<file path="src/rtl/mult_pkg.sv">
// -----------------------------------------------------------------------------
// mult_pkg
// Shared definitions for the pipelined tree multiplier:
//   - LEGAL_WIDTH_MASK / width_is_legal : legal operand widths (4, 8, 16, 32)
//   - levels_of / lat_of                : adder-tree depth and pipeline latency
//   - level_offset                      : where tree level k starts in the flat
//                                         node vector (level 0 = partial products)
//   - stage_ctl_t                       : per-stage record header (valid + signed
//                                         flag). The sums of each stage travel
//                                         beside it as a packed array whose row
//                                         count halves at every level.
// -----------------------------------------------------------------------------
package mult_pkg;

    // Bit w is set when w is a legal operand width.
    localparam logic [32:0] LEGAL_WIDTH_MASK =
        (33'd1 << 4) | (33'd1 << 8) | (33'd1 << 16) | (33'd1 << 32);

    function automatic bit width_is_legal(input int w);
        bit ok;
        ok = 1'b0;
        if (w >= 0 && w <= 32) begin
            ok = LEGAL_WIDTH_MASK[w];
        end
        return ok;
    endfunction

    function automatic int levels_of(input int w);
        return $clog2(w);
    endfunction

    // Stage 0 plus one register per tree level.
    function automatic int lat_of(input int w);
        return $clog2(w) + 1;
    endfunction

    // Level k holds (w >> k) rows; levels are packed back to back starting at 0.
    function automatic int level_offset(input int w, input int k);
        return 2 * w - 2 * (w >> k);
    endfunction

    typedef struct packed {
        logic valid;
        logic sgn;
    } stage_ctl_t;

endpackage

</file>
<file path="src/rtl/mult_add_level.sv">
// -----------------------------------------------------------------------------
// mult_add_level
// One registered level of the pairwise adder tree. Row i of the output is
// sums_i[2i] + sums_i[2i+1]. Everything holds while en_i is low.
// Ports:
//   clk, rst_n     clock, asynchronous active-low reset (clears ctl only)
//   en_i           global pipeline advance
//   ctl_i, sums_i  previous stage record (N_IN rows of PW bits)
//   ctl_o, sums_o  this stage record (N_IN/2 rows of PW bits)
// -----------------------------------------------------------------------------
module mult_add_level
    import mult_pkg::*;
#(
    parameter int PW   = 32,
    parameter int N_IN = 16
) (
    input  logic                       clk,
    input  logic                       rst_n,
    input  logic                       en_i,
    input  stage_ctl_t                 ctl_i,
    input  logic [N_IN-1:0][PW-1:0]    sums_i,
    output stage_ctl_t                 ctl_o,
    output logic [N_IN/2-1:0][PW-1:0]  sums_o
);

    localparam int N_OUT = N_IN / 2;

    stage_ctl_t                ctl_q;
    logic [N_OUT-1:0][PW-1:0]  sums_d;
    logic [N_OUT-1:0][PW-1:0]  sums_q;

    for (genvar gi = 0; gi < N_OUT; gi++) begin : g_pair
        assign sums_d[gi] = sums_i[2*gi] + sums_i[2*gi+1];
    end

    always_ff @(posedge clk or negedge rst_n) begin
        if (!rst_n) begin
            ctl_q <= '0;
        end else if (en_i) begin
            ctl_q <= ctl_i;
        end
    end

    // Data needs no reset: it is only looked at when the matching valid is set.
    always_ff @(posedge clk) begin
        if (en_i && ctl_i.valid) begin
            sums_q <= sums_d;
        end
    end

    assign ctl_o  = ctl_q;
    assign sums_o = sums_q;

endmodule

</file>
<file path="src/rtl/pipelined_tree_multiplier.sv">
// -----------------------------------------------------------------------------
// pipelined_tree_multiplier
// Full-precision WIDTH x WIDTH multiplier, signed or unsigned per transaction.
// Stage 0 registers WIDTH shifted partial products; a log2(WIDTH)-deep tree of
// registered pairwise adders reduces them; an output register holds the result.
// Latency LAT = $clog2(WIDTH)+1 cycles, one result per cycle, global stall.
// Ports:
//   clk, rst_n            clock, asynchronous active-low reset
//   in_valid/in_ready     operand handshake (in_ready = pipeline advance)
//   in_signed             1 = two's-complement, 0 = unsigned (travels with data)
//   a, b                  operands (WIDTH bits)
//   out_valid/out_ready   result handshake
//   product               full 2*WIDTH-bit product
//   q                     only when MULT_ROUND_EN is defined: WIDTH-bit result,
//                         Q(WIDTH-1) rounded/saturated (signed) or the upper
//                         half of the product (unsigned)
// -----------------------------------------------------------------------------
module pipelined_tree_multiplier
    import mult_pkg::*;
#(
    parameter int WIDTH = 16
) (
    input  logic                 clk,
    input  logic                 rst_n,
    input  logic                 in_valid,
    output logic                 in_ready,
    input  logic                 in_signed,
    input  logic [WIDTH-1:0]     a,
    input  logic [WIDTH-1:0]     b,
    output logic                 out_valid,
    input  logic                 out_ready,
    output logic [2*WIDTH-1:0]   product
`ifdef MULT_ROUND_EN
    ,
    output logic [WIDTH-1:0]     q
`endif
);

    localparam int PW     = 2 * WIDTH;
    localparam int LEVELS = levels_of(WIDTH);
    localparam int LAT    = lat_of(WIDTH);

    if (!width_is_legal(WIDTH)) begin : g_bad_width
        $error("pipelined_tree_multiplier: WIDTH=%0d is not one of 4, 8, 16, 32", WIDTH);
    end

    logic advance;
    assign advance  = !out_valid || out_ready;
    assign in_ready = advance;

    // ---------------- stage 0: partial products ----------------
    logic [PW-1:0]              a_ext;
    logic [WIDTH-1:0][PW-1:0]   pp_d;
    logic [WIDTH-1:0][PW-1:0]   pp_q;
    stage_ctl_t                 ctl0_q;

    assign a_ext = in_signed ? {{WIDTH{a[WIDTH-1]}}, a} : {{WIDTH{1'b0}}, a};

    for (genvar gi = 0; gi < WIDTH; gi++) begin : g_pp
        logic [PW-1:0] row;
        assign row = b[gi] ? (a_ext << gi) : '0;
        if (gi == WIDTH - 1) begin : g_msb
            // The multiplier's MSB has weight -2^(WIDTH-1) in signed mode.
            assign pp_d[gi] = in_signed ? -row : row;
        end else begin : g_low
            assign pp_d[gi] = row;
        end
    end

    always_ff @(posedge clk or negedge rst_n) begin
        if (!rst_n) begin
            ctl0_q <= '0;
        end else if (advance) begin
            ctl0_q.valid <= in_valid;
            ctl0_q.sgn   <= in_signed;
        end
    end

    always_ff @(posedge clk) begin
        if (advance && in_valid) begin
            pp_q <= pp_d;
        end
    end

    // ---------------- adder tree ----------------
    // All levels live in one flat node vector; level k starts at level_offset(k).
    logic [2*WIDTH-2:0][PW-1:0]  node;
    stage_ctl_t [LEVELS:0]       ctl;

    assign node[WIDTH-1:0] = pp_q;
    assign ctl[0]          = ctl0_q;

    for (genvar gi = 1; gi < LAT; gi++) begin : g_level
        localparam int N_IN = WIDTH >> (gi - 1);
        mult_add_level #(
            .PW   (PW),
            .N_IN (N_IN)
        ) u_level (
            .clk    (clk),
            .rst_n  (rst_n),
            .en_i   (advance),
            .ctl_i  (ctl[gi-1]),
            .sums_i (node[level_offset(WIDTH, gi - 1) +: N_IN]),
            .ctl_o  (ctl[gi]),
            .sums_o (node[level_offset(WIDTH, gi) +: N_IN / 2])
        );
    end

    logic [PW-1:0] last_sum;
    assign last_sum = node[2*WIDTH-2];

    // ---------------- output register ----------------
    logic          out_valid_q;
    logic [PW-1:0] product_q;

    always_ff @(posedge clk or negedge rst_n) begin
        if (!rst_n) begin
            out_valid_q <= 1'b0;
            product_q   <= '0;
        end else if (advance) begin
            out_valid_q <= ctl[LEVELS].valid;
            if (ctl[LEVELS].valid) begin
                product_q <= last_sum;
            end
        end
    end

    assign out_valid = out_valid_q;
    assign product   = product_q;

`ifdef MULT_ROUND_EN
    localparam int            RW         = WIDTH + 1;
    localparam logic [PW-1:0] ROUND_HALF = PW'(1) << (WIDTH - 2);

    // Bits [2W-1:W-1] of the rounded product; the top two differ only when the
    // Q(WIDTH-1) result overflows (-1.0 x -1.0).
    logic [RW-1:0]    rnd_hi;
    logic [WIDTH-1:0] q_d;
    logic [WIDTH-1:0] q_q;

    assign rnd_hi = RW'((last_sum + ROUND_HALF) >> (WIDTH - 1));

    always_comb begin
        q_d = '0;
        if (ctl[LEVELS].sgn) begin
            if (rnd_hi[WIDTH] != rnd_hi[WIDTH-1]) begin
                q_d = {1'b0, {(WIDTH-1){1'b1}}};
            end else begin
                q_d = rnd_hi[WIDTH-1:0];
            end
        end else begin
            q_d = last_sum[PW-1:WIDTH];
        end
    end

    always_ff @(posedge clk or negedge rst_n) begin
        if (!rst_n) begin
            q_q <= '0;
        end else if (advance && ctl[LEVELS].valid) begin
            q_q <= q_d;
        end
    end

    assign q = q_q;
`else
    // The signed flag is only consumed by the rounding output.
    logic unused_last_sgn;
    assign unused_last_sgn = ctl[LEVELS].sgn;
`endif

endmodule

</file>
<file path="config.mk">
export PLATFORM = sky130hd
export DESIGN_NAME = pipelined_tree_multiplier
export DESIGN_NICKNAME = d
export VERILOG_FILES = /design/src/rtl/mult_pkg.sv /design/src/rtl/mult_add_level.sv /design/src/rtl/pipelined_tree_multiplier.sv
export SDC_FILE = /design/constraint.sdc
export NUM_CORES = 1
export LEC_CHECK = 0
export CAP_MARGIN = 20
export CORE_MARGIN = 4
export CORE_UTILIZATION = 57
export DETAILED_ROUTE_END_ITERATION = 16
export GPL_TIMING_DRIVEN = 0
export PLACE_DENSITY = 0.84
export SYNTH_ARGS = -nofsm -noshare
export SYNTH_HDL_FRONTEND = slang
export SYNTH_SLANG_ARGS = --single-unit
</file>
<file path="constraint.sdc">
create_clock -name clk -period 7.8 [get_ports clk]
set_clock_uncertainty 0.15 [all_clocks]
set_input_delay 1.95 -clock clk [delete_from_list [all_inputs] [get_ports clk]]
set_output_delay 1.95 -clock clk [all_outputs]
set_load 0.1 [all_outputs]
</file>
; After elaboration in Yosys (flattened, before gate mapping)
; Cells that the tools add are included.
[word_totals]
reg_bits = 1030
in_bits = 37
out_inout_bits = 34
wordCells = 81
[classes]
n_addsub = 16
n_mux = 3
reduce_logical = 9
[ops]
columns = op, n
row1 = $add A32 B32 Y32, 15
row2 = $mux W32, 2
row3 = $neg A32 Y32, 1
row4 = $mux W31, 1
row5 = $logic_and A1 B1 Y1, 5
row6 = $reduce_and A2 Y1, 2
row7 = $logic_not A1 Y1, 1
row8 = $logic_or A1 B1 Y1, 1

; Depth between registers and ports, before layout
; Gate-level depths: netlist of run 1.
[logic_depth]
word_depth = 4
depth_mapped = 12
depth_no_buf = 12

; Hierarchy
; From an unflattened synthesis of run 1, not the netlist that was laid out.
[hier_totals]
hier_cells = 4471
hier_area_um2 = 50028.0
[modules_own_cells]
columns = module, instances, cells_each, area_each_um2, seq_area_each_um2
row1 = mult_add_level at g_level[1].u_level, 1, 1956, 19915.4, 7737.4
row2 = pipelined_tree_multiplier, 1, 739, 11825.1, 9073.7
row3 = mult_add_level at g_level[2].u_level, 1, 954, 10020.9, 3893.7
row4 = mult_add_level at g_level[3].u_level, 1, 552, 5506.5, 1971.9
row5 = mult_add_level at g_level[4].u_level, 1, 270, 2760.1, 1011.0

; Least setup slack after synthesis of run 1
; OpenSTA, ideal clock, no wires.
[synth_timing]
path_type = input -> register
from = in out_ready
to = reg pp_q (netlist bit node[0]) (enable)
setup_time_ns = 0.665
t_arrival_ns = 9.451
required_time_ns = 6.985
slack_ns = -2.466
cell_stages = 3
n_path_buf = 1
cell_sequence = nand2b_1 > clkbuf_1 > and2_1
[synth_between]
elab_chain_len = 2
[synth_lines]
columns = element, line
row1 = start: declaration, pipelined_tree_multiplier.sv:31  ; input logic out_ready,
row2 = $logic_or A1 B1 Y1, pipelined_tree_multiplier.sv:48  ; assign advance = !out_valid || out_ready;
row3 = via in_ready, pipelined_tree_multiplier.sv:26  ; output logic in_ready,
row4 = $logic_and A1 B1 Y1, pipelined_tree_multiplier.sv:80  ; if (advance && in_valid) begin
row5 = end signal: assignment, pipelined_tree_multiplier.sv:81  ; pp_q <= pp_d;
row6 = end: declaration, pipelined_tree_multiplier.sv:54  ; logic [WIDTH-1:0][PW-1:0] pp_q;
; The timed path passes the listed nets, and every way through them passes these cells.
; A chain may end at the register's enable or synchronous reset.

; Worst setup path in the final report of run 1
[layout_timing]
from = in out_ready
to = out in_ready
[layout_between]
elab_chain_len = 1
[layout_lines]
columns = element, line
row1 = $logic_or A1 B1 Y1, pipelined_tree_multiplier.sv:48
row2 = end: declaration, pipelined_tree_multiplier.sv:26
; Every way passes these cells.

==> results.md, run 1 <==
* Status: complete, no violations
* Total CTS buffers at 74
* Die height at 262 µm
* Post-synth top area cell: edfxtp_1
* Post-Syn Nets at 3,288
* Clk slew on worst S/H paths at 0.06 ns
* Leak at 16.1 nW
* Critical path arrival at 4.20 ns
* VDD IR-drop max at 0.255 mV
* Setup bufs post-CTS at 0
* Die Footprint at 68,900 µm²
* Row cnt at 93
* DRT Wirelength at 77.6 mm
* Final Hold Vio Count at 0
* Slew HR at 33.1%
* Clock sink count at 703
* Critical-path top delay cell: clkdlybuf4s50_1
* RSZ-0062 raised after global routing: false
* Share of the synthesized area in the top cell type at 54.1%
* Clk root buf: clkbuf_16
* Final-layout fill cell count at 4,630
* Post-CTS Hold Fix Bufs at 0
* Final instance area at 41,200 µm²
* CP dominant cell by count: clkdlybuf4s50_1
* Total GRT Usage at 22.4%
* Synthesized cell area at 36,900 µm²
* GP Congestion at 0.888
* CTS tree: done
* CP Cell Sequence: clkdlybuf4s50_1, nand2b_1, clkbuf_1, clkdlybuf4s50_1
* Drt first pass iters at 5
* Period minus WS final at 6.30 ns
* Req. time, crit path at 5.70 ns
* Nets at 3,436
* Drc violations at 0
* Ys flop type: edfxtp_1
* Final setup viols at 0
* Worst Hold Class: reg2reg
* IO buf count at 62
* Max cap viols at 0
* Multi-input gate area at 15,300 µm²
* H-tree depth at 3
* Critical Path Start Type: input port
* Most frequent cells after synthesis: edfxtp_1, ha_1, and2_1
* Vias in the first global route at 23,100
* Asr flop ratio synth at 5.41%
* Clock latency on the worst-skew pair at 0.61 ns
* Ranking of synthesized cells by area: edfxtp_1, ha_1, and2_1
* PwrDens at 429 nW/µm²
* Routed vias at 23,300
* Largest net degree at the start of global routing at 80
* First-pass GRT wire length at 122 mm
* Synth Instances at 2,939
* Initial Utilization at 57.4%
* Area of the core at 64,200 µm²
* CP Capture Type: output port
* Final worst slack at 1.50 ns
* FF+latch area at 20,900 µm²
* Io pins at 71
* Fmax at 0.159 GHz
* Hpwl dp at 56.8 mm
* Share of layout cells above drive strength 1 at 6.59%
* WP buf/inv at 3
* Top-count cell post-synth: edfxtp_1
* Initial DRC count at 2,351
* Top delay family on crit path: buffers and inverters
* Die width at 262 µm
* Post-DRT Antenna Nets at 0
* Initial antenna violation count at 4
* Fin. max-slew vios at 0
* CP max stage delay at 1.24 ns
* Post_cts resized at 0
* Critical path peak fanout at 10
* Post-synthesis register bit count at 703
* Post-synth EDFFs at 665
* GRT overflow at 0
* Dpl cell area at 38,900 µm²
* Dpl ws at 1.46 ns
* Via-to-Cell Ratio at 5.82
* Crit Path Category: in2out
* Unique masters post-synth at 85
* Clock buffer depth at 3
* Layout area overhead at 11.6%
* Final period util at 80.8%
* Synth warn at 0
* Syn Area/Cell at 12.6 µm²
* Drt wl/cell at 19.4 µm
* Worst slew pin tran at 1.00 ns
* Sequential area share after synthesis at 56.7%
placed cells by master (no fill, tap or decap), types with 8 or more instances in the layout:
master / synthesis / final
a21oi_1: 190 / 190
dfrtp_1: 38 / 38
nand2_1: 119 / 119
a21o_1: 104 / 104
clkbuf_16: 0 / 75
a31oi_1: 21 / 21
buf_16: 0 / 9
xor2_1: 69 / 69
clkinv_2: 0 / 18
and3_1: 39 / 39
nand3_1: 51 / 51
or3_1: 15 / 15
o21a_1: 39 / 39
nor3_1: 36 / 36
a221o_1: 8 / 8
o211ai_1: 10 / 10
ha_1: 297 / 297
or2_2: 15 / 15
nand4_1: 11 / 11
a211oi_1: 28 / 28
o21bai_1: 28 / 28
nand2b_1: 23 / 23
xnor2_1: 187 / 187
mux2_2: 37 / 37
o31ai_1: 20 / 20
clkdlybuf4s50_1: 0 / 61
fa_1: 15 / 15
a31o_2: 8 / 8
o21ai_0: 124 / 124
inv_1: 97 / 97
and2_1: 264 / 260
clkbuf_1: 67 / 81
edfxtp_1: 665 / 665
nor2b_1: 33 / 33
nor2_1: 153 / 153
path summary, 6_finish.rpt:
kind                                              startpoint                       endpoint  slack, ns  cells past startpoint
worst min register to register                       node[0]   g_level[1].u_level.sums_o[0]       0.27                      0
worst min-delay path                                 node[0]   g_level[1].u_level.sums_o[0]       0.27                      0
worst max register to register  g_level[3].u_level.sums_o[8]  g_level[4].u_level.sums_o[30]       4.42                     11
min in group asynchronous                              rst_n                     product[0]       1.29                      1
max in group asynchronous                              rst_n                    product[31]       5.70                      1
worst max-delay path                               out_ready                       in_ready       1.50                      4
state kept, by name, summed over array words and instances (netlist names):
signal                  count
out_valid                   1
g_level.u_level.sums_o    392
ctl                         1
node                      273
g_level.u_level.ctl_o       4
product                    32
logic make-up after synthesis:
| group | count (synthesis) | synth area share (%) |
|---|---|---|
| XOR/XNOR | 256 | 6.08 |
| multiplexers | 39 | 1.18 |
| flip-flops | 703 | 56.7 |
| adder cells (fa/ha/maj) | 312 | 10.9 |
| buffers and inverters | 170 | 1.73 |
| AND/OR/NAND/NOR | 785 | 11.3 |
| AO/OA/AOI/OAI | 674 | 12.1 |
layer usage:
layer | vias to the layer above | track usage [%] | share of wire (%)
met4 | 2 | 10.0 | 4.3
met5 | - | 0 | 0.015
met1 | 11100 | 30.5 | 42
li1 | 11200 | - | -
met3 | 173 | 3.47 | 7.4
met2 | 783 | 35.8 | 46
metrics by stage:
stage               util [%]  hold slack, ns  TNS (ns)  total power, mW  cells
floorplan                  -           0.250         0             12.3   2939
global placement        60.1           0.255    -57.71             14.0   3856
detailed placement      60.5           0.255         0             14.3   3866
CTS                     64.1           0.265         0             17.7   3998
global route            64.1           0.273         0             18.8   3998
finish                  64.1           0.266         0             17.7   4002
layout make-up:
cell class | instances | share of cell area (%)
clock inverter | 38 | 0.781
multi-input combinational | 2066 | 37.3
clock buffer | 94 | 4.85
timing repair buffer | 72 | 2.14
antenna | 4 | 0.0243
buffer | 73 | 0.665
inverter | 97 | 0.884
tap | 855 | 2.60
sequential | 703 | 50.8
worst reg2reg max path, stage by stage, from the launching register on:
cell and delay (ns):
edfxtp_1 0.39, ha_1 0.26, fa_1 0.44, a211oi_1 0.24
nor2_1 0.12, o41ai_2 0.31, o21ba_2 0.20, o21ai_1 0.08
a41o_1 0.30, a221oi_1 0.35, a21oi_1 0.13, xor2_1 0.16
power breakdown:
group          switching, mW  internal [mW]  total (mW)  leakage (nW)
Sequential             0.472           6.03        6.50          6.86
Combinational           4.76           3.08        7.83          8.09
Clock                   1.40           1.95        3.35          1.15
No activity file was read; power rests on OpenSTA's default activity.
==> inputs of run 2 (changes only) <==
==> constraint.sdc (replaced) <==
create_clock -name clk -period 5.71 [get_ports clk]
set_clock_uncertainty 0.15 [all_clocks]
set_input_delay 1.4275 -clock clk [delete_from_list [all_inputs] [get_ports clk]]
set_output_delay 1.4275 -clock clk [all_outputs]
set_load 0.1 [all_outputs]
==> run 2 against run 1 <==
Effect of this change:
- via count grew 1.1%
- worst setup slack lost 1.1 ns
- count of clock-buffer cells in the layout is 3 higher
- sequential share of layout area about the same
- die area unchanged
- final cell count about the same
- cell area is essentially flat
- register-to-register slack worse by 2.4 ns
- largest power group unchanged
- highest routed layer unchanged
==> results.md, run 2 (synthesis gave the netlist of run 1 again) <==
* Flop pwr share at 35.9%
* Crit Path Category: in2out
* Io pins at 71
* Clock sink count at 703
* Req. time, crit path at 4.13 ns
* Total GRT Usage at 22.9%
* Area of the core at 64,200 µm²
* GRT overflow at 0
* Hpwl dp at 58.9 mm
* Share of layout cells above drive strength 1 at 6.27%
* First-pass GRT wire length at 125 mm
* Clk pwr share at 19.2%
* Slew HR at 33.0%
* Commonest non-fill, non-tap cell in the layout: edfxtp_1
* Clk root buf: clkbuf_16
* Layout area overhead at 11.6%
* Row cnt at 93
* Post-CTS Hold Fix Bufs at 0
* Drc violations at 0
* IO buf count at 62
* Post_cts resized at 0
* Fmax at 0.190 GHz
* Max cap viols at 0
* Sum Neg Setup Slack at 0 ns
* Vias in the first global route at 23,500
* Clock latency on the worst-skew pair at 0.61 ns
* Critical Path Start Type: input port
* VDD IR-drop max at 0.304 mV
* Critical path arrival at 3.70 ns
* Die height at 262 µm
* Leak at 16.1 nW
* CTS tree: done
* Nets at 3,434
* Die width at 262 µm
* H-tree depth at 3
* Drt first pass iters at 5
* Initial DRC count at 1,852
* Drt wl/cell at 20.1 µm
* Post-DRT Antenna Nets at 0
* DRT Wirelength at 80.2 mm
* Logic gate share of total power at 44.9%
* Worst slew pin tran at 1.00 ns
* Final core utilization at 64.1%
* Status: complete, no violations
* Largest net degree at the start of global routing at 79
* Switching power total at 9.38 mW
* RSZ-0062 raised after global routing: false
* PwrDens at 597 nW/µm²
* Setup bufs post-CTS at 0
* Switching part of the total at 38.1%
* Clk slew on worst S/H paths at 0.06 ns
* Final-layout fill cell count at 4,601
* Max reg flops at 392
* Clock buffer depth at 3
* Total CTS buffers at 74
* Die Footprint at 68,900 µm²
* Critical path peak fanout at 10
* Initial Utilization at 57.4%
* Commonest cells after routing, fill and taps aside: edfxtp_1, ha_1, and2_1
* Worst Hold Class: reg2reg
* GP Congestion at 0.894
* Internal at 15.2 mW
* Period minus WS final at 5.27 ns
* Initial antenna violation count at 7
* CP Capture Type: output port
* Final period util at 92.4%
* Via-to-Cell Ratio at 5.89
* Final Hold Vio Count at 0
* Final setup viols at 0
* Fin. max-slew vios at 0
* Routed vias at 23,600
-- run 2: changes by cell type in the layout (fill, tap and decap cells not counted), moves of 2 or more --
cell        change
clkinv_2       -10
clkbuf_1        +5
clkinvlp_4      +5
clkbuf_8        -4
clkinv_1        +4
bufinv_16       +3
inv_6           -3
buf_16          -2
clkbuf_16       +2
diode_2         -2
-- run 2: final timing paths --
check / startpoint / endpoint / slack, ns / cells past startpoint
max: out_ready / in_ready / 0.44 / 4
min: g_level[2].u_level.sums_o[0] / g_level[3].u_level.sums_o[0] / 0.26 / 0
max reg2reg: g_level[3].u_level.sums_o[40] / g_level[4].u_level.sums_o[30] / 2.07 / 11
min reg2reg: g_level[2].u_level.sums_o[0] / g_level[3].u_level.sums_o[0] / 0.26 / 0
max in group asynchronous: rst_n / ctl[1] / 4.06 / 1
min in group asynchronous: rst_n / product[5] / 0.79 / 1
-- run 2: area by class of cell --
type / instances / area [µm²] / area share, %
well taps: 855 / 1070 / 2.60
clock buffers: 97 / 2010 / 4.88
clock inverters: 36 / 372 / 0.902
repair buffers: 70 / 828 / 2.01
flip-flops and latches: 703 / 20900 / 50.8
plain buffers: 73 / 274 / 0.665
inverters: 97 / 364 / 0.884
diodes: 2 / 5.00 / 0.0122
multi-input cells: 2066 / 15300 / 37.3
-- run 2: per-stage QoR --
stage / setup slack [ns] / cells / power, mW / cell area [µm²] / hold slack (ns)
after global placement: 0.0819 / 3856 / 19.3 / 38600 / 0.253
after detailed placement: 0.433 / 3864 / 19.8 / 38800 / 0.255
final: 0.436 / 3999 / 24.6 / 41200 / 0.262
after floorplan: 0.398 / 2939 / 16.8 / 36900 / 0.250
after CTS: 0.421 / 3997 / 24.6 / 41200 / 0.264
after global routing: 0.333 / 3997 / 26.0 / 41200 / 0.270
-- run 2: layer usage --
metal / global-route usage [%] / wire (µm) / up-vias
met5: 0 / 13 / -
met4: 9.58 / 3120 / 2
met3: 3.14 / 5310 / 177
met2: 37.5 / 37400 / 836
met1: 31.1 / 34500 / 11300
li1: - / - / 11200
-- run 2: critical path: stages --
cell and delay (ns):
clkdlybuf4s50_1 0.45, nand2b_1 0.21, clkbuf_1 0.37, clkdlybuf4s50_1 1.23
-- run 2: power groups by stage --
stage | Clock, mW | Sequential, mW | Combinational, mW
4_1_cts | 4.80 | 8.86 | 10.9
6_report | 4.72 | 8.84 | 11.0
2_1_floorplan | 0 | 9.61 | 7.16
5_1_grt | 5.03 | 8.98 | 12.0
3_5_place_dp | 0 | 8.95 | 10.8
3_3_place_gp | 0 | 8.97 | 10.3
==> inputs of run 3 (changes only) <==
--- a/config.mk
+++ b/config.mk
@@ -5,7 +5,7 @@
 export SDC_FILE = /design/constraint.sdc
 export NUM_CORES = 1
 export LEC_CHECK = 0
-export CAP_MARGIN = 20
+export CAP_MARGIN = 40
 export CORE_MARGIN = 4
 export CORE_UTILIZATION = 57
 export DETAILED_ROUTE_END_ITERATION = 16
==> run 3 against run 2 <==
Effect of this change:
- the flow now finishes with violations (antenna violations)
- power is 1.7% higher
- sequential cell count unchanged
- sequential share of layout area decreased by 0.77 points
- worst setup slack gained 0.39 ns
==> results.md, run 3 (synthesis gave the netlist of run 1 again) <==
* Req. time, crit path at 4.13 ns
* Switching power total at 9.46 mW
* Hpwl dp at 59.3 mm
* Final period util at 85.6%
* Die Footprint at 68,900 µm²
* PwrDens at 598 nW/µm²
* Largest net degree at the start of global routing at 77
* Critical path peak fanout at 10
* Worst Reg-to-Reg Cells at 11
* R2r startpoint: g_level[2].u_level.sums_o[4]
* Worst hold path startpoint: node[330]
* CP Depth at 5
* VDD IR-drop max at 0.310 mV
* WP buf/inv at 4
* Max cap viols at 0
* Crit path to: in_ready
* Post-DRT Antenna Nets at 1
* Worst setup startpoint: out_ready
* Clk root buf: clkbuf_16
* First-pass GRT wire length at 125 mm
* DRT Wirelength at 80.3 mm
* Io pins at 71
* IO buf count at 62
* Slew HR at 36.4%
* Period minus WS final at 4.89 ns
* Commonest non-fill, non-tap cell in the layout: edfxtp_1
* Fmax at 0.205 GHz
* CP Cell Sequence: clkdlybuf4s50_1, nand2b_1, clkbuf_1, clkdlybuf4s50_1, buf_16
* Fin. max-slew vios at 0
* Pwr Total at 25.0 mW
* Final worst slack at 0.821 ns
* Row cnt at 93
* Worst Hold Class: reg2reg
* Area of the core at 64,200 µm²
* Critical Path Start Type: input port
* Top delay family on crit path: buffers and inverters
* Hold Path Cell Cnt at 0
* Drt first pass iters at 5
* Final-layout fill cell count at 4,626
* RSZ-0062 raised after global routing: false
* CP Capture Type: output port
* Final core utilization at 65.1%
* Final setup viols at 0
* Setup bufs post-CTS at 0
* Clock sink count at 703
* Via-to-Cell Ratio at 5.89
* Post_cts resized at 0
* Crit Path Category: in2out
* Internal at 15.6 mW
* CP dominant cell by count: clkdlybuf4s50_1
* Max reg flops at 392
* Failing checks: antenna violations
* Initial Utilization at 57.4%
* H-tree depth at 3
* Commonest cells after routing, fill and taps aside: edfxtp_1, ha_1, and2_1
* Total CTS buffers at 75
* Routed vias at 23,800
* Reg2reg setup slack at 2.14 ns
* Vias in the first global route at 23,500
* Dpl ws at 0.796 ns
* GRT overflow at 0
* Clock buffer depth at 3
* CP max stage delay at 0.67 ns
* Switching part of the total at 37.8%
* Total GRT Usage at 22.9%
* Die height at 262 µm
* Initial DRC count at 2,033
* CTS tree: done
* Share of layout cells above drive strength 1 at 7.39%
* Nets at 3,471
* Clock latency on the worst-skew pair at 0.62 ns
* Sum Neg Setup Slack at 0 ns
* Status: finished, violations left
* Drt wl/cell at 19.9 µm
* Final Hold Vio Count at 0
* Layout area overhead at 13.4%
* Initial antenna violation count at 8
* Clk pwr share at 19.0%
* Flop pwr share at 35.3%
* Critical-path top delay cell: clkdlybuf4s50_1
* Critical path arrival at 3.31 ns
* Worst slew pin tran at 0.953 ns
* Drc violations at 0
* Logic gate share of total power at 45.7%
* Die width at 262 µm
* Reg-to-Reg End: g_level[3].u_level.sums_o[28]
* Post-CTS Hold Fix Bufs at 0
* GP Congestion at 0.894
* Clk slew on worst S/H paths at 0.06 ns
* Leak at 16.4 nW
==> run 3: cell types whose count changed in the layout (fill, tap and decap cells not counted), moves of 4 or more <==
cell      change
buf_16        +4
diode_2       +7
clkbuf_1      -6
clkinv_1      +4
buf_8        +30
==> run 3: power groups by stage <==
stage / logic, mW / clock network (mW) / registers [mW]
global route: 12.4 / 5.03 / 8.98
detailed placement: 11.3 / 0 / 8.95
finish: 11.4 / 4.74 / 8.84
CTS: 11.4 / 4.80 / 8.86
floorplan: 7.16 / 0 / 9.61
global placement: 10.3 / 0 / 8.97
==> run 3: final cells by class <==
type	count	area (µm²)	share of cell area [%]
Inverter	97	364	0.871
Timing Repair Buffer	106	1410	3.37
Antenna cell	9	22.5	0.0539
Clock buffer	93	2050	4.90
Sequential cell	703	20900	50.0
Multi-Input combinational cell	2066	15300	36.7
Tap cell	855	1070	2.56
Buffer	73	274	0.655
Clock inverter	40	363	0.868
==> run 3: worst min-delay path by stage <==
stage / endpoint
6_report: g_level[1].u_level.sums_o[170]
4_1_cts: g_level[1].u_level.sums_o[136]
2_1_floorplan: g_level[1].u_level.sums_o[0]
3_3_place_gp: g_level[2].u_level.sums_o[0]
3_5_place_dp: g_level[1].u_level.sums_o[136]
5_1_grt: g_level[1].u_level.sums_o[170]
==> run 3: per-layer routing <==
layer	wire (µm)	track usage, %	up-vias
met5	0	0	-
met4	3110	8.74	0
met3	5670	3.13	181
met2	37600	37.8	860
met1	33900	31.2	11400
li1	-	-	11300
==> run 3: through the flow <==
step | area (µm²) | instances | hold WS (ns)
floorplan | 36900 | 2939 | 0.250
global placement | 38600 | 3856 | 0.253
detailed placement | 39400 | 3900 | 0.255
CTS | 41800 | 4033 | 0.266
global route | 41800 | 4033 | 0.275
finish | 41800 | 4042 | 0.268
==> variant (config.mk and constraints of run 2) <==
Add a define of `MULT_ROUND_EN`.
--- a/src/rtl/pipelined_tree_multiplier.sv
+++ b/src/rtl/pipelined_tree_multiplier.sv
@@ -15,6 +15,8 @@
 //                         Q(WIDTH-1) rounded/saturated (signed) or the upper
 //                         half of the product (unsigned)
 // -----------------------------------------------------------------------------
+`define MULT_ROUND_EN
+
 module pipelined_tree_multiplier
     import mult_pkg::*;
 #(
Function (old outputs only; new: q): no difference found for any inputs over 4 cycles, from zero or initial values and one cycle with rst_n low; that may be too few to reach the edited logic, so the function may still have changed.
==> variant against run 2 <==
Total power increased by 4.8%; wire length increased by 1.7%; register-to-register slack got worse by 0.09 ns; sequential cell count increased by 21; final cell count increased by 3.8%; worst setup slack got worse by 0.30 ns; area after synthesis increased by 3.0%; count of clock-buffer cells in the layout decreased by 2; highest routed layer is now met4; non-clock buffer count increased by 24; cell area increased by 3.5%.
==> variant: results (changes against run 2) <==
Status
  • Status: finished, final reports clean (unchanged)

Global route
  • Largest net degree at the start of global routing: 76 (was 79)
  • Total global-route track usage: 0.230 (was 0.229)
  • Vias in the first global route: 23,400 (was 23,500)
  • First-pass GRT wire length: 128,000 µm (was 125,000 µm)

Setup path
  • CP arrival: 4.00 ns (was 3.70 ns)
  • Path depth of the worst reg2reg path: 10 (was 11)
  • CP max stage cell: clkdlybuf4s50_1 (unchanged)
  • Worst reg2reg setup slack: 1.98 ns (was 2.07 ns)

Synthesis
  • Netlist cell types: 75 (was 85)
  • Asr flop ratio synth: 0.0815 (was 0.0541)
  • List of most frequent post-synthesis cells: 665 x edfxtp_1, 299 x ha_1, 262 x and2_1 (was 665 x edfxtp_1, 297 x ha_1, 264 x and2_1)
  • Leading post-synthesis cells by cell area: edfxtp_1 53%, ha_1 9.8%, xnor2_1 4.8%, and2_1 4.3%, dfrtp_1 3.9% (was edfxtp_1 54%, ha_1 10%, and2_1 4.5%, xnor2_1 4.4%, a21oi_1 2.6%)
  • Share of the yosys chip area belonging to registers: 0.564 (was 0.567)

Placement
  • Buffers added on ports: 76 (was 62)
  • Post-DP HPWL: 59,700 µm (was 58,900 µm)

Timing
  • Slew headroom: 0.322 (was 0.330)
  • WHS: 0.267 ns (was 0.262 ns)

Drt
  • DRT iter0 DRCs: 2,246 (was 1,852)
  • Post-Route WL: 81,600 µm (was 80,200 µm)

Pwr
  • LEAKAGE: 16.6 nW (was 16.1 nW)
  • Max rail drop VDD: 0.000359 V (was 0.000304 V)

Finish
  • Layout cell share with drive strength beyond 1: 0.0623 (was 0.0627)
  • Post-layout nets: 3,578 (was 3,434)
  • Fillers: 4,686 (was 4,601)

Clock network
  • Clock buffer count from CTS: 77 (was 74)
-- variant: per-stage QoR --
| step | utilization | cell area [µm²] | cells | worst slack (ns) | setup TNS, ns |
|---|---|---|---|---|---|
| after global placement | 0.604 | 39900 | 4003 | -0.429 | -107.56 |
| after global routing | 0.646 | 42600 | 4152 | 0.0322 | 0 |
| after floorplan | - | 38000 | 3063 | 0.147 | 0 |
| after CTS | 0.646 | 42600 | 4152 | 0.121 | 0 |
| after detailed placement | 0.608 | 40100 | 4012 | 0.127 | 0 |
| final | 0.646 | 42600 | 4152 | 0.137 | 0 |
-- variant: routing by layer --
layer	global-route usage	share of wire
met4	0.0811	0.034
met2	0.375	0.46
met3	0.0366	0.068
met1	0.319	0.43
met5	0	0
-- variant: kinds of logic after synthesis --
family | synth area share
AOI/OAI and AO/OA | 0.124
DFF | 0.564
adders and majority gates | 0.106
muxes | 0.0129
and+or+nand+nor | 0.109
buffers and inverters | 0.0181
xor gates and xnor gates | 0.0650
-- variant: cell type report --
class | count | area share
Inverter | 100 | 0.00880
Timing Repair Buffer | 85 | 0.0232
Multi-Input combinational cell | 2157 | 0.372
Tap cell | 864 | 0.0253
Clock inverter | 45 | 0.0120
Buffer | 82 | 0.00731
Sequential cell | 724 | 0.503
Clock buffer | 95 | 0.0481
-- variant: final timing paths --
kind                                                        startpoint                                        to
worst max register to register  g_level[1].u_level.sums_o[8]$_DFFE_PP_   g_level[2].u_level.sums_o[31]$_DFFE_PP_
max in group asynchronous                                        rst_n   g_level[1].u_level.ctl_o[1]$_DFFE_PN0N_
min in group asynchronous                                        rst_n                    product[0]$_DFFE_PN0P_
worst min-delay path                           node[462]$_SDFFCE_PN0P_  g_level[1].u_level.sums_o[238]$_DFFE_PP_
worst min register to register                 node[462]$_SDFFCE_PN0P_  g_level[1].u_level.sums_o[238]$_DFFE_PP_
worst max-delay path                                         out_ready                                  in_ready
-- variant: where the power goes --
group	internal, mW	switching (mW)	total [mW]
registers	8.48	0.807	9.28
clock network	3.02	2.04	5.07
logic	4.40	7.04	11.4
total	15.9	9.89	25.8
-- variant: critical path: cells and delay by family --
kind | cells | cell delay, ns
simple gates | 1 | 0.10
buf+inv | 4 | 2.46
